[src/rtl/iso_pwr_pkg.sv]
// Purpose : shared types for the Big1 isolation / power sequencer (state enum, output bundle).
// Latency : n/a (types, constants and a pure decode function only).
// Backpres: n/a.
// Contents: state_e (one-hot), out_t (registered output bundle), per-state decode constants,
//           state_outputs() mapping a state to its output bundle.
package iso_pwr_pkg;

   typedef enum logic [8:0] {
      ON         = 9'h001,
      ISO_ON     = 9'h002,
      SAVE       = 9'h004,
      PSW_OFF    = 9'h008,
      OFF        = 9'h010,
      PSW_ON     = 9'h020,
      RESTORE    = 9'h040,
      ISO_HOLD_S = 9'h080,
      ERR        = 9'h100
   } state_e;

   typedef struct packed {
      logic iso;
      logic pwr_en;
      logic save;
      logic restore;
      logic pwr_on;
      logic busy;
      logic err;
   } out_t;

   //                              iso   pwr_en save  restore pwr_on busy  err
   localparam out_t OUT_ON      = '{1'b0, 1'b1, 1'b0, 1'b0,   1'b1,  1'b0, 1'b0};
   localparam out_t OUT_ISO_ON  = '{1'b1, 1'b1, 1'b0, 1'b0,   1'b0,  1'b1, 1'b0};
   localparam out_t OUT_SAVE    = '{1'b1, 1'b1, 1'b1, 1'b0,   1'b0,  1'b1, 1'b0};
   localparam out_t OUT_PSW_OFF = '{1'b1, 1'b0, 1'b0, 1'b0,   1'b0,  1'b1, 1'b0};
   localparam out_t OUT_OFF     = '{1'b1, 1'b0, 1'b0, 1'b0,   1'b0,  1'b0, 1'b0};
   localparam out_t OUT_PSW_ON  = '{1'b1, 1'b1, 1'b0, 1'b0,   1'b0,  1'b1, 1'b0};
   localparam out_t OUT_RESTORE = '{1'b1, 1'b1, 1'b0, 1'b1,   1'b0,  1'b1, 1'b0};
   localparam out_t OUT_HOLD    = '{1'b1, 1'b1, 1'b0, 1'b0,   1'b0,  1'b1, 1'b0};
   localparam out_t OUT_ERR     = '{1'b1, 1'b0, 1'b0, 1'b0,   1'b0,  1'b0, 1'b1};

   function automatic out_t state_outputs(input state_e s);
      out_t o;
      case (s)
         ON:         o = OUT_ON;
         ISO_ON:     o = OUT_ISO_ON;
         SAVE:       o = OUT_SAVE;
         PSW_OFF:    o = OUT_PSW_OFF;
         OFF:        o = OUT_OFF;
         PSW_ON:     o = OUT_PSW_ON;
         RESTORE:    o = OUT_RESTORE;
         ISO_HOLD_S: o = OUT_HOLD;
         default:    o = OUT_ERR;
      endcase
      return o;
   endfunction

endpackage

[src/rtl/iso_seq_timer.sv]
// Purpose : loadable down-counter timing each sequencer phase; done flags the last cycle (cnt==1).
// Latency : value_i visible on the counter the cycle after load_i; done_o is combinational from it.
// Backpres: none; saturates at 0 so untimed states never see a spurious done.
// Ports   : clk, rst (sync, active-high), load_i/value_i (load strobe and value), done_o.
module iso_seq_timer #(
   parameter int CNT_W = 8
) (
   input  logic             clk,
   input  logic             rst,
   input  logic             load_i,
   input  logic [CNT_W-1:0] value_i,
   output logic             done_o
);

   logic [CNT_W-1:0] cnt_q;
   logic [CNT_W-1:0] cnt_d;

   always_comb begin
      cnt_d = cnt_q;
      if (load_i) begin
         cnt_d = value_i;
      end else if (cnt_q != '0) begin
         cnt_d = cnt_q - 1'b1;
      end
   end

   always_ff @(posedge clk) begin
      if (rst) begin
         cnt_q <= '0;
      end else begin
         cnt_q <= cnt_d;
      end
   end

   assign done_o = (cnt_q == CNT_W'(1));

endmodule

[src/rtl/iso_pwr_seq_ctrl.sv]
// Purpose : power sequencer for Big1: isolate->save->switch off, switch on->restore->release iso.
// Latency : all outputs registered, changing on the same edge as the state; psw_ack has 2-cycle sync.
// Backpres: pwr_req only sampled in ON/OFF; waits on psw_ack with ACK_TMO timeout into sticky ERR.
// Ports   : clk, rst (sync, active-high), pwr_req, psw_ack (async) in;
//           iso, pwr_en, save, restore, pwr_on, busy, err out.
module iso_pwr_seq_ctrl
   import iso_pwr_pkg::*;
#(
   parameter int ISO_SETUP   = 2,
   parameter int SAVE_CYC    = 2,
   parameter int RESTORE_CYC = 2,
   parameter int ISO_HOLD    = 2,
   parameter int ACK_TMO     = 64,
   parameter int CNT_W       = 8
) (
   input  logic clk,
   input  logic rst,
   input  logic pwr_req,
   input  logic psw_ack,
   output logic iso,
   output logic pwr_en,
   output logic save,
   output logic restore,
   output logic pwr_on,
   output logic busy,
   output logic err
);

   localparam logic [CNT_W-1:0] LD_ISO_SETUP   = CNT_W'(ISO_SETUP);
   localparam logic [CNT_W-1:0] LD_SAVE_CYC    = CNT_W'(SAVE_CYC);
   localparam logic [CNT_W-1:0] LD_RESTORE_CYC = CNT_W'(RESTORE_CYC);
   localparam logic [CNT_W-1:0] LD_ISO_HOLD    = CNT_W'(ISO_HOLD);
   localparam logic [CNT_W-1:0] LD_ACK_TMO     = CNT_W'(ACK_TMO);

   logic             ack_meta_q;
   logic             ack_s_q;
   state_e           state_q;
   state_e           state_d;
   out_t             out_q;
   out_t             out_d;
   logic             tmr_load;
   logic [CNT_W-1:0] tmr_val;
   logic             tmr_done;

   iso_seq_timer #(.CNT_W(CNT_W)) u_timer (
      .clk     (clk),
      .rst     (rst),
      .load_i  (tmr_load),
      .value_i (tmr_val),
      .done_o  (tmr_done)
   );

   always_comb begin
      state_d  = state_q;
      tmr_load = 1'b0;
      tmr_val  = '0;
      case (state_q)
         ON: if (!pwr_req) begin
            state_d  = ISO_ON;
            tmr_load = 1'b1;
            tmr_val  = LD_ISO_SETUP;
         end
         ISO_ON: if (tmr_done) begin
            state_d  = SAVE;
            tmr_load = 1'b1;
            tmr_val  = LD_SAVE_CYC;
         end
         SAVE: if (tmr_done) begin
            state_d  = PSW_OFF;
            tmr_load = 1'b1;
            tmr_val  = LD_ACK_TMO;
         end
         // The ack test comes first so an ack landing on the timeout cycle still wins.
         PSW_OFF: begin
            if (!ack_s_q) begin
               state_d = OFF;
            end else if (tmr_done) begin
               state_d = ERR;
            end
         end
         OFF: if (pwr_req) begin
            state_d  = PSW_ON;
            tmr_load = 1'b1;
            tmr_val  = LD_ACK_TMO;
         end
         // After reset the counter is 0, so the post-reset power-up wait is untimed.
         PSW_ON: begin
            if (ack_s_q) begin
               state_d  = RESTORE;
               tmr_load = 1'b1;
               tmr_val  = LD_RESTORE_CYC;
            end else if (tmr_done) begin
               state_d = ERR;
            end
         end
         RESTORE: if (tmr_done) begin
            state_d  = ISO_HOLD_S;
            tmr_load = 1'b1;
            tmr_val  = LD_ISO_HOLD;
         end
         ISO_HOLD_S: if (tmr_done) begin
            state_d = ON;
         end
         ERR:     state_d = ERR;
         default: state_d = ERR;
      endcase

      out_d = state_outputs(state_d);
      // ack_meta_q is what ack_s_q becomes on this edge, so restore never outlives the rail.
      out_d.restore = out_d.restore & ack_meta_q;
   end

   always_ff @(posedge clk) begin
      if (rst) begin
         ack_meta_q <= 1'b0;
         ack_s_q    <= 1'b0;
         state_q    <= PSW_ON;
         out_q      <= state_outputs(PSW_ON);
      end else begin
         ack_meta_q <= psw_ack;
         ack_s_q    <= ack_meta_q;
         state_q    <= state_d;
         out_q      <= out_d;
      end
   end

   assign iso     = out_q.iso;
   assign pwr_en  = out_q.pwr_en;
   assign save    = out_q.save;
   assign restore = out_q.restore;
   assign pwr_on  = out_q.pwr_on;
   assign busy    = out_q.busy;
   assign err     = out_q.err;

endmodule
[config.mk]
export PLATFORM = sky130hd
export DESIGN_NAME = iso_pwr_seq_ctrl
export DESIGN_NICKNAME = d
export VERILOG_FILES = /design/src/rtl/iso_pwr_pkg.sv /design/src/rtl/iso_seq_timer.sv /design/src/rtl/iso_pwr_seq_ctrl.sv
export SDC_FILE = /design/constraint.sdc
export NUM_CORES = 1
export LEC_CHECK = 0
export BUFFER_PORTS_ARGS = -buffer_cell sky130_fd_sc_hd__buf_2
export CAP_MARGIN = 30
export CELL_PAD_IN_SITES_DETAIL_PLACEMENT = 1
export CELL_PAD_IN_SITES_GLOBAL_PLACEMENT = 1
export CORE_MARGIN = 2
export CORE_UTILIZATION = 35
export DETAILED_ROUTE_END_ITERATION = 10
export PLACE_DENSITY = 0.71
export SKIP_LAST_GASP = 1
export SYNTH_ARGS = -nofsm -noshare
export SYNTH_HDL_FRONTEND = slang
export SYNTH_SLANG_ARGS = --single-unit
[constraint.sdc]
create_clock -name clk -period 2.2 [get_ports clk]
set_input_delay 0.11 -clock clk [delete_from_list [all_inputs] [get_ports clk]]
set_output_delay 0.11 -clock clk [all_outputs]
set_load 0.01 [all_outputs]
Word-level counts from Yosys, hierarchy flattened --
Cells that the tools add are included. W data, S select, Z words.
Word-level totals: flip-flop bits (word level) 26, output and inout port bits 7, bits of input ports 4, logic and storage cells 59
Operators by class: add/subtract/negate cells 1, multiplexer cells 24, bitwise gates (word level) 1, reduce and logical (&&, ||, !) cells 5, equality and inequality tests 17
Operator list (count):
- $mux W9 | 9
- $pmux W9 S8 | 1
- $pmux W7 S6 | 1
- $pmux W7 S5 | 1
- $eq A9 B1 Y1 const B | 2
- $eq A9 B2 Y1 const B | 2
- $eq A9 B3 Y1 const B | 2
- $eq A9 B4 Y1 const B | 2
- $eq A9 B5 Y1 const B | 2
- $eq A9 B6 Y1 const B | 2
- $eq A9 B7 Y1 const B | 2
- $eq A9 B8 Y1 const B | 2
- $mux W8 | 2
- $mux W7 | 2
- $eq A8 B1 Y1 const B | 1
- $reduce_bool A8 Y1 | 1
- $sub A8 B1 Y8 const B | 1
- $mux W2 | 3
- $reduce_or A3 Y1 | 2
- $mux W1 | 4
- $pmux W1 S4 | 1
- $reduce_bool A2 Y1 | 1
- $reduce_or A2 Y1 | 1
- $and A1 B1 Y1 | 1

Logic depth before layout (Yosys ltp) --
Gate-level depths: netlist of run 1.
depth after elaboration 8, depth in mapped cells 7, depth with buffers taken out 7

Modules after synthesis --
Synthesis of run 1 repeated with hierarchy kept, for this count alone.
Unflattened totals: cells, all modules 168, area total of the unflattened synthesis 1493.9 sq um
Modules (own cells, without submodules):
- iso_pwr_seq_ctrl | cells an instance 114, area each 980.9 sq um, times used 1
- iso_seq_timer | cells an instance 54, area each 513.0 sq um, times used 1

Worst setup path before layout of run 1 --
Ideal clock, no wire load.
kind register to register, start point register u_timer.cnt_q[1], end point register state_q[7], setup time 0.103 ns, path slack 0.410 ns, data required time 2.097 ns, arrival time 1.687 ns, stages on the path, launching flop included 6, cell sequence dfxtp_1 -> inv_1 -> ha_1 -> or3b_2 -> or3_1 -> a2111oi_2
Between the ends: word-level cells in the longest chain between the ends 4
Ends and longest elaborated chain:
- from (decl) | RTL line iso_seq_timer.sv:15 | logic [CNT_W-1:0] cnt_q;
- from (signal assigned) | RTL line iso_seq_timer.sv:31 | cnt_q <= cnt_d;
- $eq A8 B1 Y1 (*) | RTL line iso_seq_timer.sv:35 | assign done_o = (cnt_q == CNT_W'(1));
- $mux W9 | RTL line iso_pwr_seq_ctrl.sv:77, iso_pwr_seq_ctrl.sv:92
- $mux W9 (on tied branches) | RTL line iso_pwr_seq_ctrl.sv:88, iso_pwr_seq_ctrl.sv:75
- $pmux W9 S8 (*) | RTL line iso_pwr_seq_ctrl.sv:57 | case (state_q)
- to (signal assigned) | RTL line iso_pwr_seq_ctrl.sv:122 | state_q <= state_d;
- to (decl) | RTL line iso_pwr_seq_ctrl.sv:37 | state_e state_q;
Every way passes the cells marked *; elsewhere a longest branch is shown, timed or not. A chain may end at the register's enable or synchronous reset.

Worst setup path in the final report of run 1 --
start point register u_timer.cnt_q[1], end point register out_q (netlist bit pwr_en)
Between the ends: word-level cells in the longest chain between the ends 7
Ends and longest elaborated chain:
- $eq A8 B1 Y1 (*) | RTL line iso_seq_timer.sv:35
- $mux W9 | RTL line iso_pwr_seq_ctrl.sv:77, iso_pwr_seq_ctrl.sv:92
- $mux W9 (on tied branches) | RTL line iso_pwr_seq_ctrl.sv:88, iso_pwr_seq_ctrl.sv:75
- $pmux W9 S8 (*) | RTL line iso_pwr_seq_ctrl.sv:57
- $eq A9 B8 Y1, or another cell as far along | RTL line iso_pwr_pkg.sv:43 | case (s)
- $reduce_or A3 Y1 (no source line)
- $pmux W7 S6 (*) | RTL line iso_pwr_pkg.sv:43
- to (signal assigned) | RTL line iso_pwr_seq_ctrl.sv:118 | out_q <= state_outputs(PSW_ON);
- to (signal assigned) | RTL line iso_pwr_seq_ctrl.sv:123 | out_q <= out_d;
- to (decl) | RTL line iso_pwr_seq_ctrl.sv:39 | out_t out_q;
Marks and branches as above.

==> impl_summary.md, run 1 <==
GRT
The initial antenna violation count is 0. For this run, the total global-route usage over all layers was measured as 19.0%. The pin count of the biggest net entering global routing is 16. The number of global-route vias before repair is 1279. The global-route wire length before repair is 6400 um.

The sum of overflow across all layers after global routing is 0.

Yosys
Counting distinct cell types in the post-synthesis netlist gives 40. Counting every instance in the synthesized netlist gives 164. When the netlist entered floorplanning its net count stood at 171. The number of enable-type register cells in the synthesized netlist is 0.

In this run the cell area of the synthesized design comes to 1380 um^2. The synthesized design contains 26 register bits. For this run, the number of Yosys warnings is 0. The post-synthesis sequential area ratio is 37.6%. Among all flip-flop cells after synthesis, the most frequent one is dfxtp_1. For this run, asynchronously set or reset flops after synthesis account for 0%. The synthesized area per cell is 8.43 um^2.

Setup path
Data arrives at the worst endpoint at 2.18 ns. STA classifies the critical path startpoint as a register. The critical path in this run is classified as register to register. Of all nets on the critical path, the largest fanout is 4. The reg-to-reg setup timing slack is 0.17 ns. For the worst flop-to-flop path, the logic depth is 7.

The endpoint type of the worst setup path is a register. The worst path required time is 2.35 ns.

Place
The routability congestion estimate is 0.834. The HPWL after detailed placement is 2730 um. The placed instances occupy a cell area of 1500 um^2. At the placement stage, the worst setup path has a slack of 0.194 ns. Port buffering added 10 buffers.

Routing
The vias per cell is 5.83. In the routed design, unresolved DRC markers number 0. The final layout contains routed wiring with a total length of 3740 um. For this block, the initial DRC count from the detailed router was 66. After detailed routing, the average wire length per cell comes to 16.9 um. The via total after detailed routing is 1294. The residual antenna-violating net count after detailed routing is 0.

The pre-antenna-repair detailed-routing pass consisted of 4 iterations.

Floorplan
The height of the die is 66.9 um. The floorplan step defined a die boundary enclosing 4470 um^2. After floorplanning, the core was sized to cover 3720 um^2. The initial core utilization is 37.2%. The horizontal extent of the die is 66.9 um. The floorplan has 22 rows. Pin placement for this block handled 11 I/O pins.

CTS
The number of buffers inserted by hold repair at cts is 0. The depth of the CTS H-tree is 1. The number of gates resized after cts is 0. The clock tree from TritonCTS is built. The total clock buffers created by CTS is 3. The clock input transition at the sequential cells of the worst setup and hold paths is 0.09 ns.

The cell at the root of the clock tree is clkbuf_8. For this design, the sink count on the clock tree is 26. Buffers added to address setup during post-CTS repair amount to 0. For the worst-skew pair, the clock arrives at the later sink with an insertion delay of 0.27 ns. The clock passes through at most 2 buffers.

Timing
Setup repair after global routing left no endpoint under its margin. In the post-route analysis, the smallest setup slack over all paths is 0.175 ns. The hold violation total from the final report came to 0. The normalized max-slew margin is 61.8%. The transition time at the pin with the least slew margin is 0.568 ns.

After routing, the total negative slack on setup checks comes to 0 ns. Setup violations remaining at the end of the flow were counted as 0. The clock skew is 0.00306 ns. The highest attainable clock frequency is 0.494 GHz. The max-slew violation count is 0. Dividing the final minimum period by the clock period gives 92.0%. The final critical path time including I/O delays and setup is 2.03 ns.

Pwr
The ratio of total power to cell area is 1030 nW/um^2. Across the VDD grid, the largest voltage drop is 0.000366 V. The total leakage power is 0.593 nW.

Layout
Cells with a size suffix above 1 make up 17.2% of the layout. The leading cell type in the layout, fill and taps excluded is dfxtp_1. The layout net count is 182. After routing the design area is 1550 um^2. The total inserted antenna cells is 0. Once layout is complete, the utilization of the core stands at 41.8%.

Leaving out fill and tap cells, the most frequent cells in the layout are 26 x dfxtp_1, 22 x nor2_1, 10 x buf_2. Relative to the synthesized area, the layout overhead comes to 12.3%.

Job
Across the run, the number of max-cap violations was 0.

Hold path
Counting instances, the worst hold path has a depth of 2. The path class of the tightest hold or removal check is input port to register.

Run status
The flow ran to the end, and the final reports show no timing, DRC or antenna violations.
## report_power, final
group / leakage, nW / switching [mW] / internal [mW]
clock: 0.0288 / 0.152 / 0.160
sequential: 0.213 / 0.0770 / 0.549
combinational: 0.351 / 0.378 / 0.283
## synthesized netlist by cell type, types with 2 or more instances
| master | number | area [um^2] |
|---|---|---|
| ha_1 | 3 | 37.5 |
| a21oi_1 | 8 | 40.0 |
| nor3b_1 | 2 | 15.0 |
| or4_4 | 3 | 33.8 |
| clkbuf_1 | 8 | 30.0 |
| nor3_1 | 5 | 25.0 |
| or3_1 | 2 | 12.5 |
| o21ai_1 | 2 | 10.0 |
| or3b_2 | 2 | 17.5 |
| nor4_1 | 8 | 50.1 |
| nand2_1 | 5 | 18.8 |
| and2_1 | 4 | 25.0 |
| xor2_1 | 2 | 17.5 |
| o21ai_0 | 4 | 20.0 |
| o31ai_1 | 2 | 15.0 |
| nand2b_1 | 3 | 18.8 |
| or4_1 | 2 | 15.0 |
| nor4b_1 | 2 | 17.5 |
| buf_2 | 2 | 10.0 |
| a211oi_1 | 2 | 15.0 |
| nor2_1 | 22 | 82.6 |
| o211ai_1 | 3 | 22.5 |
| dfxtp_1 | 26 | 521 |
| inv_1 | 5 | 18.8 |
| a41oi_1 | 2 | 17.5 |
| nand4_1 | 3 | 18.8 |
| xnor2_1 | 5 | 43.8 |
| nor2b_1 | 4 | 25.0 |
| nand3_1 | 8 | 40.0 |
| nand3b_1 | 5 | 37.5 |
## per-layer routing
metal / global-route usage (%) / routed length (um)
met1: 24.9 / 1800
met2: 31.1 / 1780
met3: 3.38 / 114
met4: 6.63 / 52
met5: 0 / 0
## worst max-delay path: stages (launching register included)
cell	delay (ns)
dfxtp_1	0.34
inv_1	0.10
ha_1	0.17
or3b_2	0.50
o21ai_1	0.23
a211oi_1	0.13
a211oi_1	0.32
nand3b_1	0.12
## logic make-up after synthesis
family / synth area share (%)
multiplexers: 0.724
AO/OA/AOI/OAI: 15.0
XOR/XNOR: 4.43
flip-flops: 37.6
AND/OR/NAND/NOR: 35.2
buffers and inverters: 4.25
adder cells (fa/ha/maj): 2.72
## area by class of cell
class | instances | area (um^2)
Fill cell | 460 | 2160
Multi-Input combinational cell | 123 | 803
Sequential cell | 26 | 520
Timing Repair Buffer | 16 | 95.1
Tap cell | 48 | 60.1
Clock buffer | 4 | 55.1
Inverter | 5 | 18.8
## sequential cells by signal (all words and copies together), names as in the netlist
| register | count |
|---|---|
| ack_meta_q | 1 |
| ack_s_q | 1 |
| busy | 1 |
| err | 1 |
| iso | 1 |
| pwr_en | 1 |
| pwr_on | 1 |
| restore | 1 |
| save | 1 |
| state_q | 9 |
| u_timer.cnt_q | 8 |
## per-stage QoR
| step | hold WS [ns] | total power, mW | instances |
|---|---|---|---|
| CTS | 0.0488 | 1.61 | 222 |
| global placement | 0.327 | 1.26 | 218 |
| detailed placement | 0.337 | 1.28 | 218 |
| finish | 0.0430 | 1.60 | 222 |
| global route | 0.0538 | 1.73 | 222 |
| floorplan | 0.182 | 1.12 | 164 |
## final timing paths
| path | from | endpoint |
|---|---|---|
| max | u_timer.cnt_q[1]$_SDFFE_PP0P_ | pwr_en$_SDFF_PP1_ |
| min | psw_ack | ack_meta_q$_SDFF_PP0_ |
| max reg2reg | u_timer.cnt_q[1]$_SDFFE_PP0P_ | pwr_en$_SDFF_PP1_ |
| min reg2reg | ack_meta_q$_SDFF_PP0_ | ack_s_q$_SDFF_PP0_ |
(Power assumes the default switching activity.)
==> run 2, diff against run 1 <==
--- a/config.mk
+++ b/config.mk
@@ -12,6 +12,7 @@
 export CORE_MARGIN = 2
 export CORE_UTILIZATION = 35
 export DETAILED_ROUTE_END_ITERATION = 10
+export GPL_TIMING_DRIVEN = 0
 export PLACE_DENSITY = 0.71
 export SKIP_LAST_GASP = 1
 export SYNTH_ARGS = -nofsm -noshare
==> constraint.sdc (replaced) <==
create_clock -name clk -period 2.32 [get_ports clk]
set_input_delay 0.116 -clock clk [delete_from_list [all_inputs] [get_ports clk]]
set_output_delay 0.116 -clock clk [all_outputs]
set_load 0.01 [all_outputs]
==> run 2 against run 1 <==
Compared with the run above: power grew 0.22%; core utilization grew 0.37 points; routed wire length down 2.4%; sequential cell count unchanged; cell area grew 0.89%.
==> impl_summary.md, run 2 (synthesis gave the netlist of run 1 again) <==
Run status
The run finished with clean final reports.

Routing
The DRC marker count from the first detailed-route iteration is 36. The number of optimization iterations in the first detailed-route pass is 4. After detailed routing, the average wire length per cell comes to 16.2 um.

For this run, design rule violations remaining after detail routing come to 0. Using the TritonRoute via totals, the vias-per-cell ratio works out to 5.69. The residual antenna-violating net count after detailed routing is 0.

The routed design has 3650 um of wire. The detailed router placed 1286 vias in this run.

Pwr
The internal power of the cells totals 1.02 mW. Of the total power, the share spent switching nets is 36.5%. The total leakage power is 0.583 nW. The clock power share is 24.5%. The combinational power share is 39.1%.

The register share of total power is 36.4%. The maximum vdd drop is 0.000310 V. The analysis attributes to net switching a power of 0.586 mW. The completed layout was analyzed and its total power is 1.60 mW. The ratio of total power to cell area is 1020 nW/um^2.

Timing
In the finished design, the share of the clock period the worst path needs comes to 90.1%. The hold violation total from the final report was 0. The normalized max-slew margin is 54.9%. The clock skew is 0.00265 ns. The max-slew violation count is 0. Setup violations remaining at the end of the flow were counted as 0.

Setup repair after global routing left no endpoint under its margin. The highest attainable clock frequency is 0.478 GHz. For the pin with the worst max-slew slack, the measured transition is 0.671 ns. The final critical path time including I/O delays and setup is 2.09 ns. In the final timing run, aggregate negative setup slack is 0 ns.

Layout
The layout net count is 186. Cells fill 42.2% of the core in the end. The relative area change from synthesis to final layout is 13.3%. The register with the most flip-flops in the layout has 9 of them.

The post-layout instance area is 1570 um^2. The library cells used most frequently in the layout, excluding fill and tap cells, are 26 x dfxtp_1, 21 x nor2_1, 12 x buf_2. The post-route netlist has 15.2% of its cells at a drive strength greater than 1. The register with the most flip-flops is state_q. The repair_antennas step left the layout with diodes totalling 0. The leading cell type in the layout, fill and taps excluded is dfxtp_1. The largest registers in the layout are state_q: 9 flops, u_timer.cnt_q: 8 flops.

Setup path
The type of origin of the critical path is a register. By instance count, the cell type seen most on the critical path is nand3_1. The cell with the biggest individual delay on the critical path is a41oi_1. The highest net fanout along the worst path is 10. The worst setup path is captured at a register.

The worst path required time is 2.47 ns. The largest single stage delay on the critical path is 0.41 ns. By startpoint and endpoint, the worst setup path is classified as register to register. The data arrival time of the worst path is 2.24 ns. Walking the worst path, the cells encountered are clkbuf_1 -> nor2_1 -> a41oi_1 -> nand3_1 -> a211oi_1 -> nand3_1.

Floorplan
The height of the die is 66.9 um. For this design the top-level I/O count stands at 11. The initial core utilization is 37.2%. Row generation in the floorplan step produced 22 rows. The die covers 4470 um^2. The floorplan core area is 3720 um^2. The floorplan step set the die width to 66.9 um.

GRT
The global-route wire length before repair is 6360 um. The initial antenna violation count came to 0. The total overflow left after global routing is 0. The number of global-route vias before repair is 1303. Entering global routing, the biggest net connects 16 pins. For this run, the total global-route usage over all layers was measured as 19.2%.

CTS
After clock tree synthesis, the clock-pin slew on the worst setup and hold paths is 0.10 ns. The maximum buffer depth of the clock tree is 2. The number of sinks driven by the clock tree is 26. In this run the number of H-tree levels came out at 1. CTS placed an instance of clkbuf_8 at the clock tree root. The clock tree from TritonCTS is built.

Clock tree synthesis inserted a total of 3 buffers. The number of buffers added for setup after CTS is 0. For the worst-skew pair, the clock arrives at the later sink with an insertion delay of 0.28 ns.

Place
The HPWL after detailed placement is 2690 um. The number of buffer cells added on primary ports is 10. After detailed placement, the total cell area comes to 1490 um^2. The routability congestion estimate is 0.849.

Job
The count of maximum capacitance violations is 0.

Hold path
The classification of the worst-slack hold path is input port to register.
==> run 2: changes by cell type in the layout (fill, tap and decap cells not counted), sizes merged <==
cell | before | now
buf | 16 | 12
bufinv | 0 | 1
clkbuf | 4 | 11
==> run 2: power by group through the flow <==
stage | clock (mW) | combinational, mW | sequential, mW
2_1_floorplan | 0 | 0.478 | 0.586
3_3_place_gp | 0 | 0.598 | 0.586
3_5_place_dp | 0 | 0.621 | 0.593
4_1_cts | 0.400 | 0.625 | 0.583
5_1_grt | 0.419 | 0.717 | 0.598
6_report | 0.392 | 0.627 | 0.583
==> run 2: layout make-up <==
class | instances | area [um^2]
Sequential cell | 26 | 520
Multi-Input combinational cell | 123 | 806
Fill cell | 459 | 2150
Inverter | 5 | 18.8
Buffer | 10 | 40.0
Timing Repair Buffer | 10 | 50.0
Tap cell | 48 | 60.1
Clock inverter | 1 | 30.0
Clock buffer | 3 | 41.3
==> run 2: timing repair <==
action | CTS | global route
hold buffers | 0 | 0
resized for setup | 0 | 1
setup endpoints to repair | 0 | 4
==> run 2: per-stage QoR <==
step,hold slack [ns],worst slack [ns],std cells
3_3_place_gp,0.335,0.199,222
2_1_floorplan,0.188,0.530,164
4_1_cts,0.0539,0.0983,226
5_1_grt,0.0820,0.0420,226
6_report,0.0545,0.230,226
3_5_place_dp,0.349,0.112,222
==> run 2: path summary, 6_finish.rpt <==
kind                          from  depth (start not counted)                     to  slack [ns]
max          state_q[2]$_SDFF_PP0_                          6        busy$_SDFF_PP1_        0.23
min                        psw_ack                          2  ack_meta_q$_SDFF_PP0_        0.05
max reg2reg  state_q[2]$_SDFF_PP0_                          6        busy$_SDFF_PP1_        0.23
min reg2reg  ack_meta_q$_SDFF_PP0_                          1     ack_s_q$_SDFF_PP0_        0.47
==> run 2: worst max-delay path, delay by kind of cell, from the launching register on <==
| family | cells | cell delay [ns] |
|---|---|---|
| compound gates | 2 | 0.69 |
| simple gates | 3 | 0.48 |
| buf+inv | 1 | 0.40 |
| flops | 1 | 0.38 |
==> run 2: per-layer routing <==
layer / share of wire, % / GRT usage [%]
met1: 48 / 26.1
met3: 3.4 / 3.21
met5: 0 / 0
met2: 46 / 30.3
met4: 2.4 / 7.65
==> run 3, diff against run 2 <==
--- a/config.mk
+++ b/config.mk
@@ -13,7 +13,7 @@
 export CORE_UTILIZATION = 35
 export DETAILED_ROUTE_END_ITERATION = 10
 export GPL_TIMING_DRIVEN = 0
-export PLACE_DENSITY = 0.71
+export PLACE_DENSITY_LB_ADDON = 0.1
 export SKIP_LAST_GASP = 1
 export SYNTH_ARGS = -nofsm -noshare
 export SYNTH_HDL_FRONTEND = slang
==> run 3 against run 2 <==
Compared with the run above: combinational power is 0.8% higher; die area is the same; sequential share of layout area decreased by 0.16 points; routed wire length grew 3.8%.
==> impl_summary.md, run 3 (synthesis gave the netlist of run 1 again) <==
Run status
The flow ran to the end, and the final reports show no timing, DRC or antenna violations.

Timing
In the post-route analysis, the smallest setup slack over all paths is 0.223 ns. Across the routed clock network, the largest skew measured is 0.00323 ns. The max-slew violation count is 0.

The final critical path time including I/O delays and setup is 2.10 ns. Timing would allow up to 0.477 GHz. Setup repair after global routing left no endpoint under its margin. The transition time at the pin with the least slew margin is 0.733 ns.

The hold violation total from the final report was 0. The final-layout setup total negative slack is 0 ns. The post-route fraction of the period consumed by the critical path is 90.4%. Headroom to the max-slew limit came out at 50.7%. The count of endpoints failing setup in the final report is 0.

Setup path
The critical path is of the register to register type. The origin of the critical flop-to-flop path is u_timer.cnt_q[1]$_SDFFE_PP0P_. The reg-to-reg critical path endpoint is busy$_SDFF_PP1_. The worst-case reg-to-reg path depth is 7. The worst register-to-register path has a setup slack of 0.22 ns.

STA classifies the critical path startpoint as a register. The data arrival time of the worst path is 2.24 ns. STA puts the critical path data required time at 2.46 ns. The worst setup path is captured at a register.

Along the worst path, the maximum fanout reaches 7.

CTS
The maximum buffer depth of the clock tree is 2. The latest clock arrival within the worst-skew pair is 0.28 ns. The clock net in this run drives a total of 26 sinks. The number of setup buffers added after CTS is 0. The cell at the root of the clock tree is clkbuf_8.

The number of clock buffers added by TritonCTS is 3. CTS built an H-tree with a depth of 1. The clock input transition at the sequential cells of the worst setup and hold paths is 0.10 ns. TritonCTS built the clock tree.

Layout
The leading cell type in the layout, fill and taps excluded is dfxtp_1. The number of flip-flops under the largest register name is 9. In the final layout, the registers with the most flip-flops are state_q: 9 flops, u_timer.cnt_q: 8 flops. state_q holds more flip-flops than any other register.

The layout net count is 186. In the layout the commonest cells are 26 x dfxtp_1, 21 x nor2_1, 12 x buf_2. The share of post-route cells with drive strength above 1 is 15.7%.

The number of standard cells in the final layout excluding fillers is 226. The total inserted antenna cells is 0. The relative area change from synthesis to final layout is 13.8%.

Routing
After detailed routing, the number of vias per cell comes to 5.77. The total length of routed wires is 3790 um. The detailed router finished its first iteration with 53 violations.

The average detailed-routed wire length per instance is 16.8 um. The number of optimization iterations in the first detailed-route pass is 4. For this run, design rule violations remaining after detail routing come to 0. Once detail routing completed, the nets flagged for antenna violations numbered 0.

The via total after detailed routing is 1304.

GRT
The sum of overflow across all layers after global routing is 0. The initial antenna violation count is 0. The global-route wire length before repair is 6170 um. The number of global-route vias before repair is 1248. Entering global routing, the biggest net connects 16 pins.

The aggregate global-route resource usage is 18.6%.

Pwr
The total power consumption of the routed design is 1.60 mW. The total leakage power is 0.584 nW. The maximum vdd drop is 0.000349 V. Dividing total power by cell area gives a power density of 1020 nW/um^2.

Floorplan
Pin placement for this block handled 11 I/O pins. The floorplan step defined a die boundary enclosing 4470 um^2. The horizontal extent of the die is 66.9 um.

The floorplan core area is 3720 um^2. Once the floorplan was initialized, standard cells occupied 37.2% of the core. The row count is 22. The height of the die is 66.9 um.

Hold path
Along the worst hold path, the cell count comes to 2. The beginning of the worst hold path is psw_ack. For hold timing, the worst endpoint is ack_meta_q$_SDFF_PP0_.

In this run the worst hold path is classified as input port to register.

Job
Max-cap violations in this run came to 0.

Place
The number of buffer cells added on primary ports is 10. At the end of routability-driven placement, the weighted congestion stood at 0.852. Detailed placement finished with a half-perimeter wire length of 2860 um. Before CTS, the worst setup slack after placement is 0.0964 ns. The number of placed instances, taps included, is 222.
## run 3: timing repair
item                                   4_1_cts  5_1_grt
setup endpoints to repair                    0        9
resized for setup                            0        2
endpoints found under the hold margin        0        0
hold buffers                                 0        0
## run 3: per-layer routing
| metal | share of wire, % | global-route usage, % | routed length [um] |
|---|---|---|---|
| met3 | 4.1 | 2.70 | 155 |
| met4 | 0.76 | 4.59 | 29 |
| met5 | 0 | 0 | 0 |
| met2 | 48 | 31.1 | 1800 |
| met1 | 48 | 25.0 | 1800 |
## run 3: how the worst max path moves through the flow
stage	end	start	cells after the start	slack, ns
2_1_floorplan	state_q[7]$_SDFF_PP0_	u_timer.cnt_q[1]$_SDFFE_PP0P_	5	0.53
3_3_place_gp	busy$_SDFF_PP1_	u_timer.cnt_q[1]$_SDFFE_PP0P_	7	0.15
3_5_place_dp	busy$_SDFF_PP1_	u_timer.cnt_q[1]$_SDFFE_PP0P_	7	0.1
4_1_cts	busy$_SDFF_PP1_	u_timer.cnt_q[1]$_SDFFE_PP0P_	7	0.07
5_1_grt	u_timer.cnt_q[4]$_SDFFE_PP0P_	state_q[5]$_SDFF_PP1_	6	0.03
6_report	busy$_SDFF_PP1_	u_timer.cnt_q[1]$_SDFFE_PP0P_	7	0.22
## run 3: cell type report
type,instances,area [um^2]
fillers,468,2140
multi-input cells,123,813
flip-flops and latches,26,520
well taps,48,60.1
repair buffers,10,50.0
clock buffers,3,41.3
plain buffers,10,40.0
clock inverters,1,30.0
inverters,5,18.8
## run 3: through the flow
stage | hold slack [ns] | instance area, um^2 | utilization (%)
floorplan | 0.188 | 1380 | -
global placement | 0.340 | 1490 | 40.2
detailed placement | 0.356 | 1490 | 40.2
CTS | 0.0608 | 1560 | 42.1
global route | 0.0702 | 1570 | 42.4
finish | 0.0589 | 1570 | 42.4
## run 3: report_power, final
group / switching (mW) / internal, mW
Clock: 0.154 / 0.231
Sequential: 0.0627 / 0.521
Combinational: 0.367 / 0.265
Total: 0.583 / 1.02
## run 3: worst max-delay path: stages (launching register included)
cell	delay, ns
dfxtp_1	0.34
inv_1	0.11
ha_1	0.17
or3b_2	0.52
nor2_2	0.34
o31ai_1	0.13
o211ai_1	0.22
nand3_1	0.13
